File: src/rtl/ctrl_word_sequencer.sv
// Table-driven control-word sequencer: steps 0..last_step, each held for its dwell+1 cycles.
// Optional SEQ_LOOP_EN adds a `loop` input so the sequence wraps back to step 0 instead of ending.
module ctrl_word_sequencer #(
  parameter int unsigned          W_WIDTH   = 6,
  parameter int unsigned          DEPTH     = 8,
  parameter int unsigned          DWELL_W   = 4,
  parameter logic [W_WIDTH-1:0]   IDLE_WORD = '0,
  localparam int unsigned         AW        = $clog2(DEPTH)
) (
  input  logic               clk,
  input  logic               reset,
  input  logic               start,
  input  logic               stop,
  input  logic               pause,
  input  logic [AW-1:0]      last_step,
`ifdef SEQ_LOOP_EN
  input  logic               loop,
`endif
  input  logic               cfg_we,
  input  logic [AW-1:0]      cfg_addr,
  input  logic [W_WIDTH-1:0] cfg_word,
  input  logic [DWELL_W-1:0] cfg_dwell,
  output logic [W_WIDTH-1:0] w,
  output logic [AW-1:0]      step,
  output logic               busy,
  output logic               done,
  output logic               cfg_err
);

  typedef enum logic [0:0] {StIdle, StRun} state_e;

  localparam logic [AW-1:0]      StepOne = AW'(1);
  localparam logic [DWELL_W-1:0] CntOne  = DWELL_W'(1);

  state_e               state_q, state_d;
  logic [W_WIDTH-1:0]   w_q, w_d;
  logic [AW-1:0]        step_q, step_d;
  logic [AW-1:0]        last_q, last_d;
  logic [DWELL_W-1:0]   cnt_q, cnt_d;
  logic                 busy_q, busy_d;
  logic                 done_q, done_d;
  logic                 cfg_err_q, cfg_err_d;
  logic                 tbl_we;
  logic [AW-1:0]        nxt_step;
  logic [W_WIDTH-1:0]   word_q  [DEPTH];
  logic [DWELL_W-1:0]   dwell_q [DEPTH];
`ifdef SEQ_LOOP_EN
  logic                 loop_q, loop_d;
`endif

  always_comb begin
    state_d   = state_q;
    w_d       = w_q;
    step_d    = step_q;
    last_d    = last_q;
    cnt_d     = cnt_q;
    busy_d    = busy_q;
    done_d    = 1'b0;
    cfg_err_d = 1'b0;
    tbl_we    = 1'b0;
    nxt_step  = step_q + StepOne;
`ifdef SEQ_LOOP_EN
    loop_d    = loop_q;
`endif
    unique case (state_q)
      StIdle: begin
        // A write in the same cycle as start wins; start is dropped.
        if (cfg_we) begin
          tbl_we = 1'b1;
        end else if (start) begin
          state_d = StRun;
          busy_d  = 1'b1;
          step_d  = '0;
          w_d     = word_q[0];
          cnt_d   = dwell_q[0];
          last_d  = last_step;
`ifdef SEQ_LOOP_EN
          loop_d  = loop;
`endif
        end
      end
      StRun: begin
        cfg_err_d = cfg_we;
        if (stop) begin
          state_d = StIdle;
          w_d     = IDLE_WORD;
          busy_d  = 1'b0;
          step_d  = '0;
        end else if (pause) begin
          state_d = StRun;
        end else if (cnt_q != '0) begin
          cnt_d = cnt_q - CntOne;
        end else if (step_q != last_q) begin
          step_d = nxt_step;
          w_d    = word_q[nxt_step];
          cnt_d  = dwell_q[nxt_step];
`ifdef SEQ_LOOP_EN
        end else if (loop_q) begin
          step_d = '0;
          w_d    = word_q[0];
          cnt_d  = dwell_q[0];
`endif
        end else begin
          state_d = StIdle;
          w_d     = IDLE_WORD;
          busy_d  = 1'b0;
          step_d  = '0;
          done_d  = 1'b1;
        end
      end
      default: state_d = StIdle;
    endcase
  end

  always_ff @(posedge clk) begin
    if (reset) begin
      state_q   <= StIdle;
      w_q       <= IDLE_WORD;
      step_q    <= '0;
      last_q    <= '0;
      cnt_q     <= '0;
      busy_q    <= 1'b0;
      done_q    <= 1'b0;
      cfg_err_q <= 1'b0;
`ifdef SEQ_LOOP_EN
      loop_q    <= 1'b0;
`endif
      for (int unsigned i = 0; i < DEPTH; i++) begin
        word_q[i]  <= '0;
        dwell_q[i] <= '0;
      end
    end else begin
      state_q   <= state_d;
      w_q       <= w_d;
      step_q    <= step_d;
      last_q    <= last_d;
      cnt_q     <= cnt_d;
      busy_q    <= busy_d;
      done_q    <= done_d;
      cfg_err_q <= cfg_err_d;
`ifdef SEQ_LOOP_EN
      loop_q    <= loop_d;
`endif
      if (tbl_we) begin
        word_q[cfg_addr]  <= cfg_word;
        dwell_q[cfg_addr] <= cfg_dwell;
      end
    end
  end

  assign w       = w_q;
  assign step    = step_q;
  assign busy    = busy_q;
  assign done    = done_q;
  assign cfg_err = cfg_err_q;

endmodule

File: config.mk
export PLATFORM = sky130hd
export DESIGN_NAME = ctrl_word_sequencer
export DESIGN_NICKNAME = d
export VERILOG_FILES = /design/src/rtl/ctrl_word_sequencer.sv
export SDC_FILE = /design/constraint.sdc
export NUM_CORES = 1
export LEC_CHECK = 0
export CAP_MARGIN = 15
export CORE_MARGIN = 8
export CORE_UTILIZATION = 45
export DETAILED_ROUTE_END_ITERATION = 6
export PLACE_DENSITY_LB_ADDON = 0.08
export SETUP_SLACK_MARGIN = 0.4
export SLEW_MARGIN = 10
export SYNTH_ARGS = -nofsm -noshare
export SYNTH_HDL_FRONTEND = slang
export SYNTH_SLANG_ARGS = --single-unit
File: constraint.sdc
create_clock -name clk -period 4.4 [get_ports clk]
set_input_delay 0.88 -clock clk [delete_from_list [all_inputs] [get_ports clk]]
set_output_delay 0.88 -clock clk [all_outputs]
set_load 0.005 [all_outputs]
* Word-level counts from Yosys, hierarchy flattened
Memory sizes are Yosys's and may differ from the RTL's. Cells that the tools add are included.
Word-level totals: register bits 20, bits in latches 0, word-level logic and storage cells 81, output and inout port bits 12, bits in writable memories 80, memories 2, input port bits 22, bits in read-only memories 0
Memories:
- word_q | words 8, bits a word 6, rd ports 2, clocked after Yosys merged registers in 0, write ports 8, RTL line 45 | logic [W_WIDTH-1:0] word_q [DEPTH];
- dwell_q | words 8, bits a word 4, rd ports 2, clocked after Yosys merged registers in 0, write ports 8, RTL line 46 | logic [DWELL_W-1:0] dwell_q [DEPTH];
Cells by class: bitwise gates (word level) 2, shift-type cells 0, div/mod/pow operators 0, $add $sub $neg 2, multiply operators 0, reductions and logical operators 9, $lt $le $gt $ge 0, equality and inequality tests 9, muxes and demuxes 49
Operators with widths (count):
- $mux W6 | 7
- $mux W4 | 7
- $mux W3 | 8
- $mux W1 | 22
- $pmux W6 S2 | 1
- $reduce_and A5 Y1 | 2
- $ne A3 B3 Y1 const B | 3
- $ne A2 B2 Y1 const B | 4
- $pmux W4 S2 | 1
- $pmux W3 S2 | 1
- $reduce_or A6 Y1 | 1
- $reduce_or A5 Y1 | 1
- $pmux W1 S2 | 2
- $reduce_and A4 Y1 | 1
- $reduce_bool A4 Y1 | 1
- $reduce_or A4 Y1 | 1
- $sub A4 B1 Y4 const B | 1
- $add A3 B1 Y3 const B | 1
- $ne A3 B1 Y1 const B | 1
- $ne A3 B3 Y1 | 1
- $reduce_and A3 Y1 | 1
- $not A1 Y1 | 2
- $reduce_or A2 Y1 | 1

* Longest topological paths before layout
word-level depth 7, depth in mapped cells 7, mapped depth without buffers 6

* Worst setup path before layout
OpenSTA, ideal clock, no wires.
path type input port to flip-flop, from input port start, to register step_q[0], in the netlist step[0], setup time 0.070 ns, buffers on the path 0, setup slack 2.421 ns, arrival time 1.909 ns, required time 4.330 ns, stages on the path 4, cells stage by stage nor3b_4 -> nor3_1 -> or4b_1 -> a21oi_1
Between the ends: word-level cells in the longest chain between the ends 2
RTL lines:
- from (decl) | RTL line 12 | input logic start,
- $ne A2 B2 Y1 (no source line)
- $reduce_and A4 Y1 (no source line)
- to (signal assigned) | RTL line 135 | step_q <= step_d;
- to (decl) | RTL line 37 | logic [AW-1:0] step_q, step_d;
No other way between the ends. A chain may end at the register's enable or synchronous reset.

==> out/qor.csv <==
metric;value;unit
fin_crit;2.865;ns
std_cell_rows;37;
firstDrtPassIters;4;
cpMaxStageDelayCell;clkdlybuf4s50_1;
critPathLaunchType;primary input;
hold_violations;0;
clkSlewWorstSetupHoldPaths;0.10;ns
skew;0.01439;ns
grt_usage;16.58;%
clock.fmax;0.3491;GHz
dr.first_iter.drc_count;262;
drv_cap;0;
cts_max_path_buffers;2;
synthMuxAreaShare;11.17;%
grt_max_degree;30;
synth_top_family_by_area;simple AND/OR/NAND/NOR gates;
grt-ovfl-total;0;
cts_resized;0;
end_kind;flop;
yosys-top-cells-count;and2_1 (80), edfxtp_1 (80), dfxtp_1 (20);
post_cts_buffers;0;
core;10320;um^2
crit_chain;clkdlybuf4s50_1 > nor3b_1 > nand2b_1 > nor2_1 > or2_2;
irDropWorstVdd;155.0;uV
synth.distinct_cells;48;
io_pins;34;
vias;2874;
grt_antenna_before_repair;0;
grt_pass1_vias;2883;
synth_simple_gate_area_share;18.35;%
rsz0062_at_grt;false;
final_cells;518;
htree_levels;3;
fin_crit_sh;65.11;%
nets;401;
grt_pass1_wl;17500;um
routedWlPerCell;21.78;um
port_buffers;33;
die_area;14210;um^2
crit_arrival;2.93;ns
setup_viol_count_final;0;
critical_path_class;primary input to flop;
fill_cells;895;
dieHeight;119.2;um
synth_compound_area_share;7.335;%
hp-class;flop to flop;
max_stage_delay;0.55;ns
outcome;finished clean;
worstMarginPinSlew;0.9541;ns
drive_gt1_share;16.49;%
power.density;337.3;nW/um^2
ys_warn_count;0;
fin_tns_setup;0;ns
routed_via_density;5.548;
post_synth_xor_area_fraction;1.227;%
synth.yosys.seq_area_share;58.47;%
numCtsBuffers;9;
cp.required;4.46;ns
synthCells;349;
clock_latency;0.37;ns
diodes;0;
ys_ff_latch;100;
synth_top_area_share;50.12;%
p_leak;1.858;nW
synthFlopType;edfxtp_1;
start_util;46.43;%
reg2reg_slack;1.65;ns
synth_area_leaders;edfxtp_1 (50%), and2_1 (10%), mux4_2 (8.5%);
clockRootBuffer;clkbuf_8;
gp_congestion;0.8273;
crit_path_max_fanout;11;
relSlewSlack;36.18;%
async_flop_share;0;%
yosysTopAreaCell;edfxtp_1;
dp.cells;502;
slew_viol_final;0;
drc;0;
antenna_left;0;
syn_area_per_cell;13.73;um^2
cts_tree;done;
cts_hold_buf;0;
dp_hpwl;8271;um
area_growth;12.56;%
cts_sinks;100;
totalWireLength;11280;um
synth_fa_ha_area_share;0.5221;%
total_power;0.001820;W
die_w;119.2;um
netlist_area;4793;um^2
synth_edf_count;80;
synth_fp_nets;373;
==> cell usage in the layout (no fill, tap or decap), types with 3 or more instances in the layout <==
cell type,Yosys,routed
mux2_2,6,6
clkdlybuf4s50_1,0,33
or2_2,9,9
and2_1,80,80
o2111ai_1,3,3
a21oi_1,8,8
or3_1,3,3
nor3_1,10,10
clkbuf_8,0,9
nor2_1,12,12
inv_1,5,5
nand2_1,12,12
dfxtp_1,20,20
a22oi_1,6,6
nand3_1,3,3
mux4_2,18,18
edfxtp_1,80,80
nand2b_1,8,8
buf_4,0,5
a211oi_1,10,10
a311oi_1,3,3
==> kinds of logic (layout without fill, tap and decap cells) <==
logic type,count (synthesis),count (layout)
and+or+nand+nor,145,145
DFF,100,100
adders and majority gates,2,2
muxes,27,27
AOI/OAI and AO/OA,44,44
xor gates and xnor gates,5,5
buffers and inverters,26,59
==> sequential cells by signal, indices dropped and copies added (netlist names) <==
register	flops
busy	1
cfg_err	1
cnt_q	4
done	1
dwell_q	32
last_q	3
state_q	1
step	3
w	6
word_q	48
==> power by group <==
group          internal [W]  total (W)  switching (W)
combinational     0.0000807   0.000177      0.0000962
clock              0.000215   0.000550       0.000335
sequential          0.00107    0.00109      0.0000277
==> final timing paths <==
check,endpoint,from,depth (start not counted)
max,dwell_q[4][2]$_SDFFCE_PN0P_,cfg_we,5
min reg2reg,busy$_SDFFE_PP0P_,busy$_SDFFE_PP0P_,2
min,busy$_SDFFE_PP0P_,busy$_SDFFE_PP0P_,2
max reg2reg,w[5]$_SDFFE_PP0P_,step[0]$_SDFFE_PP0P_,6
==> layout make-up <==
type / instances / area, um^2 / area share (%)
clock buffer: 9 / 123.9 / 2.296
clock inverter: 7 / 61.31 / 1.136
inverter: 5 / 18.77 / 0.3479
multi-input combinational: 223 / 1851 / 34.30
sequential: 100 / 2803 / 51.95
tap: 136 / 170.2 / 3.154
timing repair buffer: 38 / 367.9 / 6.818
==> worst max-delay path: cells and delay by family <==
kind,cells,cell delay (ns)
buffers and inverters,1,0.55
AND/OR/NAND/NOR,4,1.50
==> through the flow <==
stage          util (%)  hold slack (ns)  area [um^2]  setup WS (ns)
3_5_place_dp      50.47           0.4769         5210          1.148
4_1_cts           52.26           0.4920         5395          1.533
6_report          52.26           0.4832         5395          1.535
3_3_place_gp      50.47           0.4707         5210          1.237
5_1_grt           52.26           0.5148         5395          1.329
2_1_floorplan         -           0.4496         4793          2.421
==> metal layers <==
layer	wire, um	track usage, %	up-vias
met3	690	3.023	17
li1	-	-	1356
met1	5252	23.07	1413
met5	0	0	-
met2	5045	24.87	88
met4	293	7.115	0
No activity file was read; power rests on OpenSTA's default activity.
